<file path="src/rtl/rgb_led_bank.sv">
// Bank of RGB indicator LEDs: per-LED off/solid/counted-blink FSM on a shared blink prescaler.
// Optional macro LED_PWM_EN adds a duty input that gates every colour drive with a shared PWM.
module rgb_led_bank #(
  parameter int unsigned NUM_LEDS    = 3,
  parameter int unsigned IDX_W       = 2,
  parameter int unsigned BLINK_HALF  = 25000000,
  parameter int unsigned BLINK_CNT_W = 4,
  parameter int unsigned PWM_W       = 8
) (
  input  logic                   clk,
  input  logic                   rst_n,
`ifdef LED_PWM_EN
  input  logic [PWM_W-1:0]       duty,
`endif
  input  logic                   cmd_valid,
  output logic                   cmd_ready,
  input  logic [IDX_W-1:0]       cmd_led,
  input  logic [2:0]             cmd_color,
  input  logic [BLINK_CNT_W-1:0] cmd_blinks,
  output logic                   cmd_err,
  output logic [NUM_LEDS-1:0]    led_r,
  output logic [NUM_LEDS-1:0]    led_g,
  output logic [NUM_LEDS-1:0]    led_b,
  output logic [NUM_LEDS-1:0]    busy
);

  localparam int unsigned      PreW   = $clog2(BLINK_HALF);
  localparam logic [PreW-1:0]  PreMax = PreW'(BLINK_HALF - 1);
  localparam logic [IDX_W-1:0] MaxIdx = IDX_W'(NUM_LEDS);

  typedef enum logic [1:0] {StOff, StSolid, StBlinkOn, StBlinkOff} state_e;

  logic                   ready_q, pend_q, err_q;
  logic [IDX_W-1:0]       led_q;
  logic [2:0]             color_q;
  logic [BLINK_CNT_W-1:0] blinks_q;
  logic [PreW-1:0]        pre_q;
  logic                   tick, accept, idx_ok, pwm_on;
  logic [2:0]             color_sel;
  logic [NUM_LEDS-1:0]    hit;

  state_e                 state_q [NUM_LEDS];
  logic [2:0]             rgb_q   [NUM_LEDS];  // resolved one-hot {r,b,g}
  logic [BLINK_CNT_W-1:0] rem_q   [NUM_LEDS];

  assign accept    = cmd_valid & ready_q;
  assign tick      = (pre_q == PreMax);
  assign idx_ok    = (led_q != '0) && (led_q <= MaxIdx);
  assign cmd_ready = ready_q;
  assign cmd_err   = err_q;

  always_comb begin
    color_sel = 3'b000;
    if (color_q[2])      color_sel = 3'b100;
    else if (color_q[1]) color_sel = 3'b010;
    else if (color_q[0]) color_sel = 3'b001;
  end

  always_comb begin
    hit = '0;
    for (int i = 0; i < NUM_LEDS; i++) begin
      hit[i] = pend_q && idx_ok && (led_q == IDX_W'(i + 1));
    end
  end

  // Command is latched on accept and applied one edge later; ready drops for that one cycle.
  always_ff @(posedge clk) begin
    if (!rst_n) begin
      ready_q  <= 1'b0;
      pend_q   <= 1'b0;
      err_q    <= 1'b0;
      led_q    <= '0;
      color_q  <= '0;
      blinks_q <= '0;
      pre_q    <= '0;
    end else begin
      ready_q <= ~accept;
      pend_q  <= accept;
      err_q   <= pend_q & ~idx_ok;
      if (accept) begin
        led_q    <= cmd_led;
        color_q  <= cmd_color;
        blinks_q <= cmd_blinks;
      end
      pre_q <= tick ? '0 : pre_q + PreW'(1);
    end
  end

  // An apply to an LED takes precedence over a coincident tick.
  always_ff @(posedge clk) begin
    if (!rst_n) begin
      for (int i = 0; i < NUM_LEDS; i++) begin
        state_q[i] <= StOff;
        rgb_q[i]   <= '0;
        rem_q[i]   <= '0;
      end
    end else begin
      for (int i = 0; i < NUM_LEDS; i++) begin
        if (hit[i]) begin
          rgb_q[i] <= color_sel;
          rem_q[i] <= blinks_q;
          if (color_sel == 3'b000)   state_q[i] <= StOff;
          else if (blinks_q == '0)   state_q[i] <= StSolid;
          else                       state_q[i] <= StBlinkOn;
        end else if (tick) begin
          case (state_q[i])
            StBlinkOn:  state_q[i] <= StBlinkOff;
            StBlinkOff: begin
              rem_q[i]   <= rem_q[i] - BLINK_CNT_W'(1);
              state_q[i] <= (rem_q[i] == BLINK_CNT_W'(1)) ? StSolid : StBlinkOn;
            end
            default: ;
          endcase
        end
      end
    end
  end

`ifdef LED_PWM_EN
  logic [PWM_W-1:0] pwm_cnt;

  always_ff @(posedge clk) begin
    if (!rst_n) pwm_cnt <= '0;
    else        pwm_cnt <= pwm_cnt + PWM_W'(1);
  end

  assign pwm_on = (pwm_cnt < duty);
`else
  assign pwm_on = (PWM_W != 0);
`endif

  always_comb begin
    led_r = '0;
    led_g = '0;
    led_b = '0;
    busy  = '0;
    for (int i = 0; i < NUM_LEDS; i++) begin
      if ((state_q[i] == StSolid) || (state_q[i] == StBlinkOn)) begin
        led_r[i] = rgb_q[i][2] & pwm_on;
        led_b[i] = rgb_q[i][1] & pwm_on;
        led_g[i] = rgb_q[i][0] & pwm_on;
      end
      busy[i] = (state_q[i] == StBlinkOn) || (state_q[i] == StBlinkOff);
    end
  end

endmodule

</file>
<file path="config.mk">
export PLATFORM = sky130hd
export DESIGN_NAME = rgb_led_bank
export DESIGN_NICKNAME = d
export VERILOG_FILES = /design/src/rtl/rgb_led_bank.sv
export SDC_FILE = /design/constraint.sdc
export NUM_CORES = 1
export LEC_CHECK = 0
export CORE_MARGIN = 2
export CORE_UTILIZATION = 48
export CTS_BUF_LIST = sky130_fd_sc_hd__clkbuf_4
export CTS_CLUSTER_DIAMETER = 100
export DETAILED_ROUTE_END_ITERATION = 6
export GPL_TIMING_DRIVEN = 1
export PLACE_DENSITY = 0.75
export RECOVER_POWER = 25
export SYNTH_ARGS = -nofsm -noshare
export SYNTH_HDL_FRONTEND = slang
export SYNTH_SLANG_ARGS = --single-unit
</file>
<file path="constraint.sdc">
create_clock -name clk -period 2.1 [get_ports clk]
set_input_delay 0.42 -clock clk [delete_from_list [all_inputs] [get_ports clk]]
set_output_delay 0.42 -clock clk [all_outputs]
set_load 0.1 [all_outputs]
</file>
==> flow_summary.yaml, run 1 <==
finish:
  synthToLayoutAreaGrowth_pct: 23.2
  drive_gt1_frac: 0.177
  diodes: 0
  fin_nets: 392
logic_synthesis:
  ys.flop_type: "dfxtp_1"
  postSynthCellCount: 317
  synth-edff-count: 27
  postSynthAreaPerCell_sq_um: 10.1
  synth-seq-cells: 64
  async_reset_ff_frac: 0
  ys.warnings.count: 0
  ys_types: 43
  syn_area_sq_mm: 0.00319
  ys_seq_area_frac: 0.487
  syn-num-nets: 342
die:
  pin_count: 26
  die_h_microns: 85.5
  start_util: 0.499
  core_area_sq_mm: 0.00639
  die_w_microns: 85.5
  fp.dieArea_sq_mm: 0.00731
  num_rows: 29
placed_design:
  dp_slack_ns: -0.00479
  hpwl_microns: 4810
  gp_congestion: 0.928
  port_buffers: 25
drt:
  firstDrtPassIters: 4
  drtIter0Drc: 173
  wl_per_cell_microns: 14.5
  route.final.wire_length_microns: 6510
  viasPerCell: 5.45
  drcViolationCount: 0
  via_count: 2448
  ant_nets: 0
global_routing:
  grt_max_degree: 25
  grt_pass1_wl_microns: 10900
  grt_pass1_vias: 2373
  grt_overflow: 0
  grtUsageTotal: 0.190
  grt_antenna_before_repair: 0
worst_setup_path:
  start_kind: "register"
  cp_slowest_cell: "edfxtp_1"
  path_cells: "ha_1, nor2b_1, buf_12"
  critPathKind: "register to output pin"
  arrival_ns: 1.60
  worstPathRequired_ns: 1.68
  max_stage_delay_ns: 0.41
  end_kind: "output pin"
  crit_fanout: 3
power:
  p_per_area_mw_per_mm2: 654
  leakage_nw: 1.48
  vdd_drop_max_uv: 354
timing:
  slew_viol_final: 0
  hold_slack_ns: 0.490
  finClkSkew_ns: 0.0161
  fin_ws_ns: 0.0768
  hold_violations: 0
  post-route-period-util: 0.963
  period_needed_ns: 2.02
  worstMarginPinSlew_ns: 0.545
  max_slew_margin: 0.638
  setup_viol: 0
  rsz0062_at_grt: "true"
  fmax_ghz: 0.494
hold_path:
  hold_class: "register to register"
cts:
  htreeDepth: 3
  cts_tree: "yes"
  cts.sinks: 64
  cts_hold_buffers: 0
  clockRootBuffer: "clkbuf_4"
  numCtsBuffers: 9
  ctsLongestPathBuffers: 2
  insertion_delay_ns: 0.41
  clk_pin_slew_ns: 0.09
run_status:
  status: "complete, no violations"
flow_run:
  cap_viol_max_count: 0
==> worst max-delay path, delay by kind of cell, from the launching register on <==
| kind | cells | cell delay (ns) |
|---|---|---|
| simple gates | 1 | 0.22 |
| buf+inv | 1 | 0.21 |
| fa+ha+maj | 1 | 0.36 |
| flops | 1 | 0.41 |
==> cell families after synthesis <==
logic type / Yosys count / share of synthesized area
simple gates: 139 / 0.248
mux: 3 / 0.00942
xor+xnor: 29 / 0.0797
buf+inv: 28 / 0.0377
fa+ha+maj: 13 / 0.0510
flops: 64 / 0.487
compound gates: 41 / 0.0879
==> metal layers <==
layer,share of wire,up-vias,GRT usage
met2,0.47,52,0.293
met1,0.48,1153,0.258
met5,0,-,0
met4,0.015,0,0.0895
li1,-,1236,-
met3,0.033,7,0.0366
==> registers in the layout, summed over array words and instances (netlist names) <==
signal / cells
cmd_err: 1
pend_q: 1
cmd_ready: 1
rem_q: 12
rgb_q: 9
led_q: 2
blinks_q: 4
color_q: 3
pre_q: 25
state_q: 6
==> what timing repair did <==
| item | 4_1_cts | 5_1_grt |
|---|---|---|
| gates resized for setup | 0 | 8 |
| endpoints found under the setup margin | 0 | 9 |
| setup buffers | 0 | 1 |
| hold endpoints to repair | 0 | 0 |
==> placed cells by master, fill, tap and decap left out, types with 3 or more instances in the layout <==
cell,n
nor2_1,39
dfxtp_1,36
edfxtp_1,27
xnor2_1,21
inv_1,19
buf_4,18
nand2_1,15
nor3_1,13
nand3_1,13
buf_12,12
ha_1,11
clkbuf_4,11
clkdlybuf4s50_1,10
a22o_1,9
xor2_1,8
nor2b_1,8
nor4_1,8
o21ai_0,7
and3_1,6
a31oi_1,6
nand4_1,5
a21oi_1,5
or2_2,5
clkbuf_1,5
and4_1,4
a211oi_1,4
nand2b_1,3
nor3b_1,3
a21o_1,3
nor2b_2,3
mux2i_1,3
==> cell usage after synthesis, types with 5 or more instances <==
master	n	share of area
nor2_1	39	0.046
dfxtp_1	37	0.23
edfxtp_1	27	0.25
xnor2_1	21	0.058
inv_1	19	0.022
nand2_1	15	0.018
nand3_1	14	0.022
ha_1	13	0.051
nor3_1	13	0.020
nor2b_1	11	0.022
a22o_1	9	0.025
nor4_1	8	0.016
xor2_1	8	0.022
o21ai_0	7	0.011
a31oi_1	6	0.012
and3_1	6	0.012
buf_2	6	0.0094
a21oi_1	5	0.0078
nand4_1	5	0.0098
or2_2	5	0.0098
==> area by class of cell <==
type / instances / area, sq um
flip-flops and latches: 64 / 1550
fillers: 516 / 2460
multi-input cells: 225 / 1540
clock buffers: 11 / 82.6
well taps: 77 / 96.3
inverters: 19 / 71.3
clock inverters: 5 / 72.6
repair buffers: 48 / 514
==> final timing paths <==
check / start / end / slack, ns / cells past startpoint
worst min register to register: pre_q[0] / pre_q[0] / 0.49 / 1
worst min-delay path: pre_q[0] / pre_q[0] / 0.49 / 1
worst max-delay path: state_q[1][1] / led_r[1] / 0.08 / 3
worst max register to register: pre_q[20] / rem_q[0][2] / 0.20 / 7
==> through the flow <==
step	setup TNS, ns	area, sq um	utilization	std cells	power (mW)
floorplan	-3.15	3190	-	317	1.55
global route	-0.116	3930	0.615	449	2.67
global placement	0	3770	0.590	432	1.67
CTS	0	3920	0.614	448	2.60
finish	0	3930	0.615	449	2.57
detailed placement	-0.00479	3770	0.590	432	1.67
==> where the power goes <==
part / internal, mW / switching, mW / total [mW]
Sequential: 1.33 / 0.0306 / 1.36
Combinational: 0.108 / 0.176 / 0.284
Clock: 0.502 / 0.427 / 0.929
Note: power is estimated with default switching activity, not from simulation.
==> run 2, diff against run 1 <==
Settings changed: CORE_UTILIZATION 48 to 30, PLACE_DENSITY 0.75 to 0.54.
==> flow_summary.yaml, run 2 (synthesized netlist as in run 1, its figures left out) <==
finish:
  synthToLayoutAreaGrowth_pct: 25.9
  fin_area_sq_mm: 0.00401
  largest-register: "pre_q"
  fin_nets: 393
  diodes: 0
  n_fill_cell: 1013
  drive_gt1_frac: 0.185
  top_regs: "pre_q: 25 flops, rem_q: 12 flops, rgb_q: 9 flops"
  final_common_cell: "nor2_1"
  layout_common_cells: "nor2_1 (39), dfxtp_1 (36), edfxtp_1 (27)"
  largest_reg_flops: 25
worst_setup_path:
  start_kind: "register"
  end_kind: "output pin"
  reg2reg_depth: 7
  critPathKind: "register to output pin"
  crit_fanout: 3
  arrival_ns: 1.64
  reg2reg_slack_ns: 0.19
  worstPathRequired_ns: 1.68
timing:
  hold_violations: 0
  post-route-period-util: 0.979
  rsz0062_at_grt: "true"
  worstMarginPinSlew_ns: 0.536
  slew_viol_final: 0
  setup_viol: 0
  fmax_ghz: 0.487
  finClkSkew_ns: 0.0159
  period_needed_ns: 2.06
  hold_slack_ns: 0.499
  max_slew_margin: 0.644
drt:
  route.final.wire_length_microns: 6700
  drcViolationCount: 0
  via_count: 2437
  wl_per_cell_microns: 13.2
  firstDrtPassIters: 4
  viasPerCell: 4.79
  drtIter0Drc: 92
  ant_nets: 0
power:
  power_frac_clock: 0.337
  p_comb_frac: 0.117
  p_switching_mw: 0.685
  p_per_area_mw_per_mm2: 619
  p_seq_frac: 0.546
  swShare: 0.276
  vdd_drop_max_uv: 238
  p_int_mw: 1.80
  leakage_nw: 1.47
placed_design:
  port_buffers: 25
  gp_congestion: 0.802
  post_dp_cell_area_sq_mm: 0.00383
  hpwl_microns: 4910
run_status:
  status: "complete, no violations"
cts:
  numCtsBuffers: 9
  cts_hold_buffers: 0
  cts.sinks: 64
  clockRootBuffer: "clkbuf_4"
  cts_tree: "yes"
  htreeDepth: 3
  ctsLongestPathBuffers: 2
  insertion_delay_ns: 0.42
  clk_pin_slew_ns: 0.12
die:
  fp.dieArea_sq_mm: 0.0115
  num_rows: 37
  die_w_microns: 107
  core_area_sq_mm: 0.0103
  die_h_microns: 107
  pin_count: 26
  start_util: 0.309
global_routing:
  grt_pass1_vias: 2349
  grt_max_degree: 25
  grtUsageTotal: 0.126
  grt_antenna_before_repair: 0
  grt_pass1_wl_microns: 11200
  grt_overflow: 0
hold_path:
  whs_path_depth: 1
  hold_class: "register to register"
flow_run:
  cap_viol_max_count: 0
-- run 2: cell count changes in the layout (fill, tap and decap cells not counted), sizes merged --
cell	previous run	this run
clkinv	2	4
inv	20	19
buf	30	31
clkbuf	18	16
bufinv	2	1
clkinvlp	0	2
-- run 2: path summary, 6_finish.rpt --
| kind | end | startpoint |
|---|---|---|
| worst max-delay path | led_r[1] | state_q[1][1] |
| worst min-delay path | pre_q[0] | pre_q[0] |
| worst max register to register | rem_q[2][0] | pre_q[9] |
| worst min register to register | pre_q[0] | pre_q[0] |
-- run 2: stage by stage --
| stage | worst slack [ns] | power (mW) | instances | TNS, ns | utilization |
|---|---|---|---|---|---|
| 2_1_floorplan | -0.350 | 1.55 | 317 | -3.15 | - |
| 3_3_place_gp | 0.0187 | 1.67 | 490 | 0 | 0.371 |
| 3_5_place_dp | 0.00113 | 1.68 | 490 | 0 | 0.371 |
| 4_1_cts | 0.00458 | 2.52 | 506 | 0 | 0.385 |
| 5_1_grt | -0.0642 | 2.60 | 509 | -0.189 | 0.389 |
| 6_report | 0.0447 | 2.49 | 509 | 0 | 0.389 |
-- run 2: power groups by stage --
stage | clock, mW | combinational (mW) | sequential (mW)
after floorplan | 0 | 0.165 | 1.39
after global placement | 0 | 0.286 | 1.38
after detailed placement | 0 | 0.290 | 1.38
after CTS | 0.870 | 0.292 | 1.36
after global routing | 0.929 | 0.312 | 1.36
final | 0.839 | 0.290 | 1.36
-- run 2: final cells by class --
type | count | area (sq um) | area share
Clock inverter | 7 | 72.6 | 0.0181
Sequential cell | 64 | 1550 | 0.387
Timing Repair Buffer | 49 | 520 | 0.130
Inverter | 19 | 71.3 | 0.0178
Clock buffer | 9 | 67.6 | 0.0168
Tap cell | 136 | 170 | 0.0424
Multi-Input combinational cell | 225 | 1560 | 0.388
-- run 2: timing repair --
action / 4_1_cts / 5_1_grt
gates cloned: 0 / 0
setup buffers: 0 / 3
endpoints found under the hold margin: 0 / 0
endpoints found under the setup margin: 1 / 14
gates resized for setup: 1 / 10
pin swaps: 0 / 1
-- run 2: per-layer routing --
metal  wire, microns  up-vias  GRT usage
met5               0        -          0
met1            3230     1156      0.162
met2            3100       36      0.196
met4             130        0     0.0640
li1                -     1232          -
met3             239       13     0.0298
-- run 2: worst max-delay path, stage by stage (launching register included) --
cell and delay, ns:
edfxtp_1 0.42, ha_1 0.35, nor2b_1 0.23, buf_12 0.21
==> run 3, diff against run 2 <==
--- a/config.mk
+++ b/config.mk
@@ -6,4 +6,5 @@
 export NUM_CORES = 1
 export LEC_CHECK = 0
+export ABC_AREA = 1
 export CORE_MARGIN = 2
 export CORE_UTILIZATION = 30
@@ -12,5 +13,5 @@
 export DETAILED_ROUTE_END_ITERATION = 6
 export GPL_TIMING_DRIVEN = 1
-export PLACE_DENSITY = 0.54
+export PLACE_DENSITY = 0.53
 export RECOVER_POWER = 25
 export SYNTH_ARGS = -nofsm -noshare
==> constraint.sdc (replaced) <==
create_clock -name clk -period 2.1 [get_ports clk]
set_input_delay 0.21 -clock clk [delete_from_list [all_inputs] [get_ports clk]]
set_output_delay 0.21 -clock clk [all_outputs]
set_load 0.1 [all_outputs]
==> flow_summary.yaml, run 3 <==
finish:
  multiInputGateArea_sq_mm: 0.00166
  largest-register: "pre_q"
  n_fill_cell: 1232
  seqCellArea_sq_mm: 0.00155
  drive_gt1_frac: 0.144
  synthToLayoutAreaGrowth_pct: 20.3
  top_regs: "pre_q: 25 flops, rem_q: 12 flops, rgb_q: 9 flops"
  largest_reg_flops: 25
  fin_area_sq_mm: 0.00428
  final_common_cell: "nand2_1"
  fin_nets: 528
  layout_common_cells: "nand2_1 (98), inv_1 (74), nor2_1 (65)"
worst_setup_path:
  crit_path_frequent_cell: "nand2_1"
  reg2reg_depth: 11
  critPathKind: "register to register"
  cp_slowest_cell: "dfxtp_1"
  crit_start: "pre_q[0]"
  reg2reg_slack_ns: 0.21
  crit_path_end: "rem_q[2][3]"
  start_kind: "register"
  path_cells: "ha_1, nand2_1, inv_2, nand2_4, nor2_4, nand2_2, nor2_2, inv_2, nand2_1, inv_1, nand2_1"
  worstPathRequired_ns: 2.22
  end_kind: "register"
  crit_fanout: 6
  crit_buf_inv: 3
  crit_family: "simple AND/OR/NAND/NOR gates"
  arrival_ns: 2.00
  worstReg2RegEnd: "rem_q[2][3]"
  cp_num_cells: 11
  max_stage_delay_ns: 0.38
  regToRegStartpoint: "pre_q[0]"
cts:
  clk_pin_slew_ns: 0.11
  cts_hold_buffers: 0
  ctsLongestPathBuffers: 2
  cts.sinks: 64
  cts_tree: "yes"
  htreeDepth: 3
  numCtsBuffers: 9
  insertion_delay_ns: 0.41
  clockRootBuffer: "clkbuf_4"
flow_run:
  cap_viol_max_count: 0
timing:
  worstMarginPinSlew_ns: 0.540
  hold_violations: 0
  max_slew_margin: 0.641
  fin_ws_ns: 0.214
  slew_viol_final: 0
  finClkSkew_ns: 0.0103
  rsz0062_at_grt: "false"
  setup_viol: 0
  fmax_ghz: 0.530
  post-route-period-util: 0.898
  period_needed_ns: 1.89
logic_synthesis:
  synth-seq-cells: 64
  postSynthAreaPerCell_sq_um: 7.70
  synth_top_cell_by_area: "edfxtp_1"
  synth-edff-count: 27
  synthTopCellsByArea: "edfxtp_1 (23%), dfxtp_1 (21%), nand2_1 (10%)"
  synth_top_area_frac: 0.228
  syn-num-nets: 487
  syn_area_sq_mm: 0.00356
  ys.warnings.count: 0
  ys_types: 36
  ys_seq_area_frac: 0.436
  yosysMostFrequentCell: "nand2_1"
  netlist_top_cells_count: "nand2_1 (98), inv_1 (74), nor2_1 (65)"
  async_reset_ff_frac: 0
  ys.flop_type: "dfxtp_1"
  postSynthCellCount: 462
power:
  p_seq_frac: 0.504
  p_comb_frac: 0.108
  swShare: 0.246
  p_int_mw: 2.02
  leakage_nw: 1.72
  power_frac_clock: 0.388
  p_switching_mw: 0.658
  vdd_drop_max_uv: 324
  p_per_area_mw_per_mm2: 626
drt:
  via_count: 2921
  firstDrtPassIters: 7
  route.final.wire_length_microns: 7700
  viasPerCell: 4.48
  drtIter0Drc: 129
  wl_per_cell_microns: 11.8
  drcViolationCount: 2
  ant_nets: 0
die:
  die_h_microns: 113
  core_area_sq_mm: 0.0115
  fp.dieArea_sq_mm: 0.0127
  start_util: 0.309
  pin_count: 26
  die_w_microns: 113
  num_rows: 39
placed_design:
  post_dp_cell_area_sq_mm: 0.00412
  dp_slack_ns: 0.132
  gp_congestion: 0.850
  hpwl_microns: 6190
  port_buffers: 25
global_routing:
  grt_antenna_before_repair: 1
  grt_pass1_vias: 2745
  grt_max_degree: 15
  grtUsageTotal: 0.130
  grt_overflow: 0
  grt_pass1_wl_microns: 13100
run_status:
  status: "complete, but fails checks"
  violations: "DRC"
hold_path:
  hold_class: "input port to register"
run 3: cell count changes after synthesis, moves of 9 or more:
cell     change
nand2_1     +83
inv_1       +55
nor2_1      +26
xnor2_1     -16
nor2b_1     -11
a21oi_1     +10
a22o_1       -9
nand2_2      +9
nand3_1      +9
o21ai_0      +9
run 3: how the worst min path moves through the flow:
| stage | from | cells after the start | end | slack [ns] |
|---|---|---|---|---|
| 2_1_floorplan | cmd_blinks[0] | 2 | blinks_q[0] | 0.32 |
| 3_3_place_gp | pre_q[0] | 1 | pre_q[0] | 0.45 |
| 3_5_place_dp | pre_q[0] | 1 | pre_q[0] | 0.46 |
| 4_1_cts | cmd_color[0] | 3 | color_q[0] | 0.31 |
| 5_1_grt | cmd_blinks[1] | 3 | blinks_q[1] | 0.35 |
| 6_report | cmd_color[0] | 3 | color_q[0] | 0.35 |
run 3: kinds of logic after synthesis:
kind of cell | share of synthesized area
compound gates | 0.0647
xor+xnor | 0.0345
fa+ha+maj | 0.0457
buf+inv | 0.0978
flops | 0.436
simple gates | 0.321
run 3: final cells by class:
class	instances	area share
flip-flops and latches	64	0.363
diodes	1	0.000585
repair buffers	35	0.0953
well taps	143	0.0418
inverters	81	0.0713
clock buffers	9	0.0158
clock inverters	7	0.0254
multi-input cells	312	0.387
run 3: worst min-delay path, cell delays in order:
cell	delay [ns]
clkdlybuf4s50_1	0.39
nand2_1	0.06
o21ai_0	0.07
run 3: metrics by stage:
step	setup TNS (ns)	util	instances	hold WS, ns	power (mW)
global placement	0	0.358	635	0.446	1.67
detailed placement	0	0.358	635	0.457	1.67
CTS	0	0.373	651	0.313	2.73
floorplan	-0.595	-	462	0.323	1.56
global route	0	0.372	652	0.347	2.81
finish	0	0.372	652	0.354	2.68
run 3: power groups by stage:
stage               Sequential [mW]  Clock (mW)  Combinational [mW]
floorplan                      1.39           0               0.178
global route                   1.36        1.14               0.316
finish                         1.35        1.04               0.289
detailed placement             1.38           0               0.295
global placement               1.38           0               0.294
CTS                            1.35        1.08               0.297
run 3: repair_timing:
item,4_1_cts,5_1_grt
gates resized for setup,0,0
buffers inserted,0,0
setup endpoints to repair,0,1
run 3: metal layers:
layer | GRT usage | vias up | share of wire
li1 | - | 1539 | -
met1 | 0.181 | 1327 | 0.51
met2 | 0.193 | 51 | 0.44
met3 | 0.0236 | 4 | 0.039
met4 | 0.0634 | 0 | 0.0087
met5 | 0 | - | 0
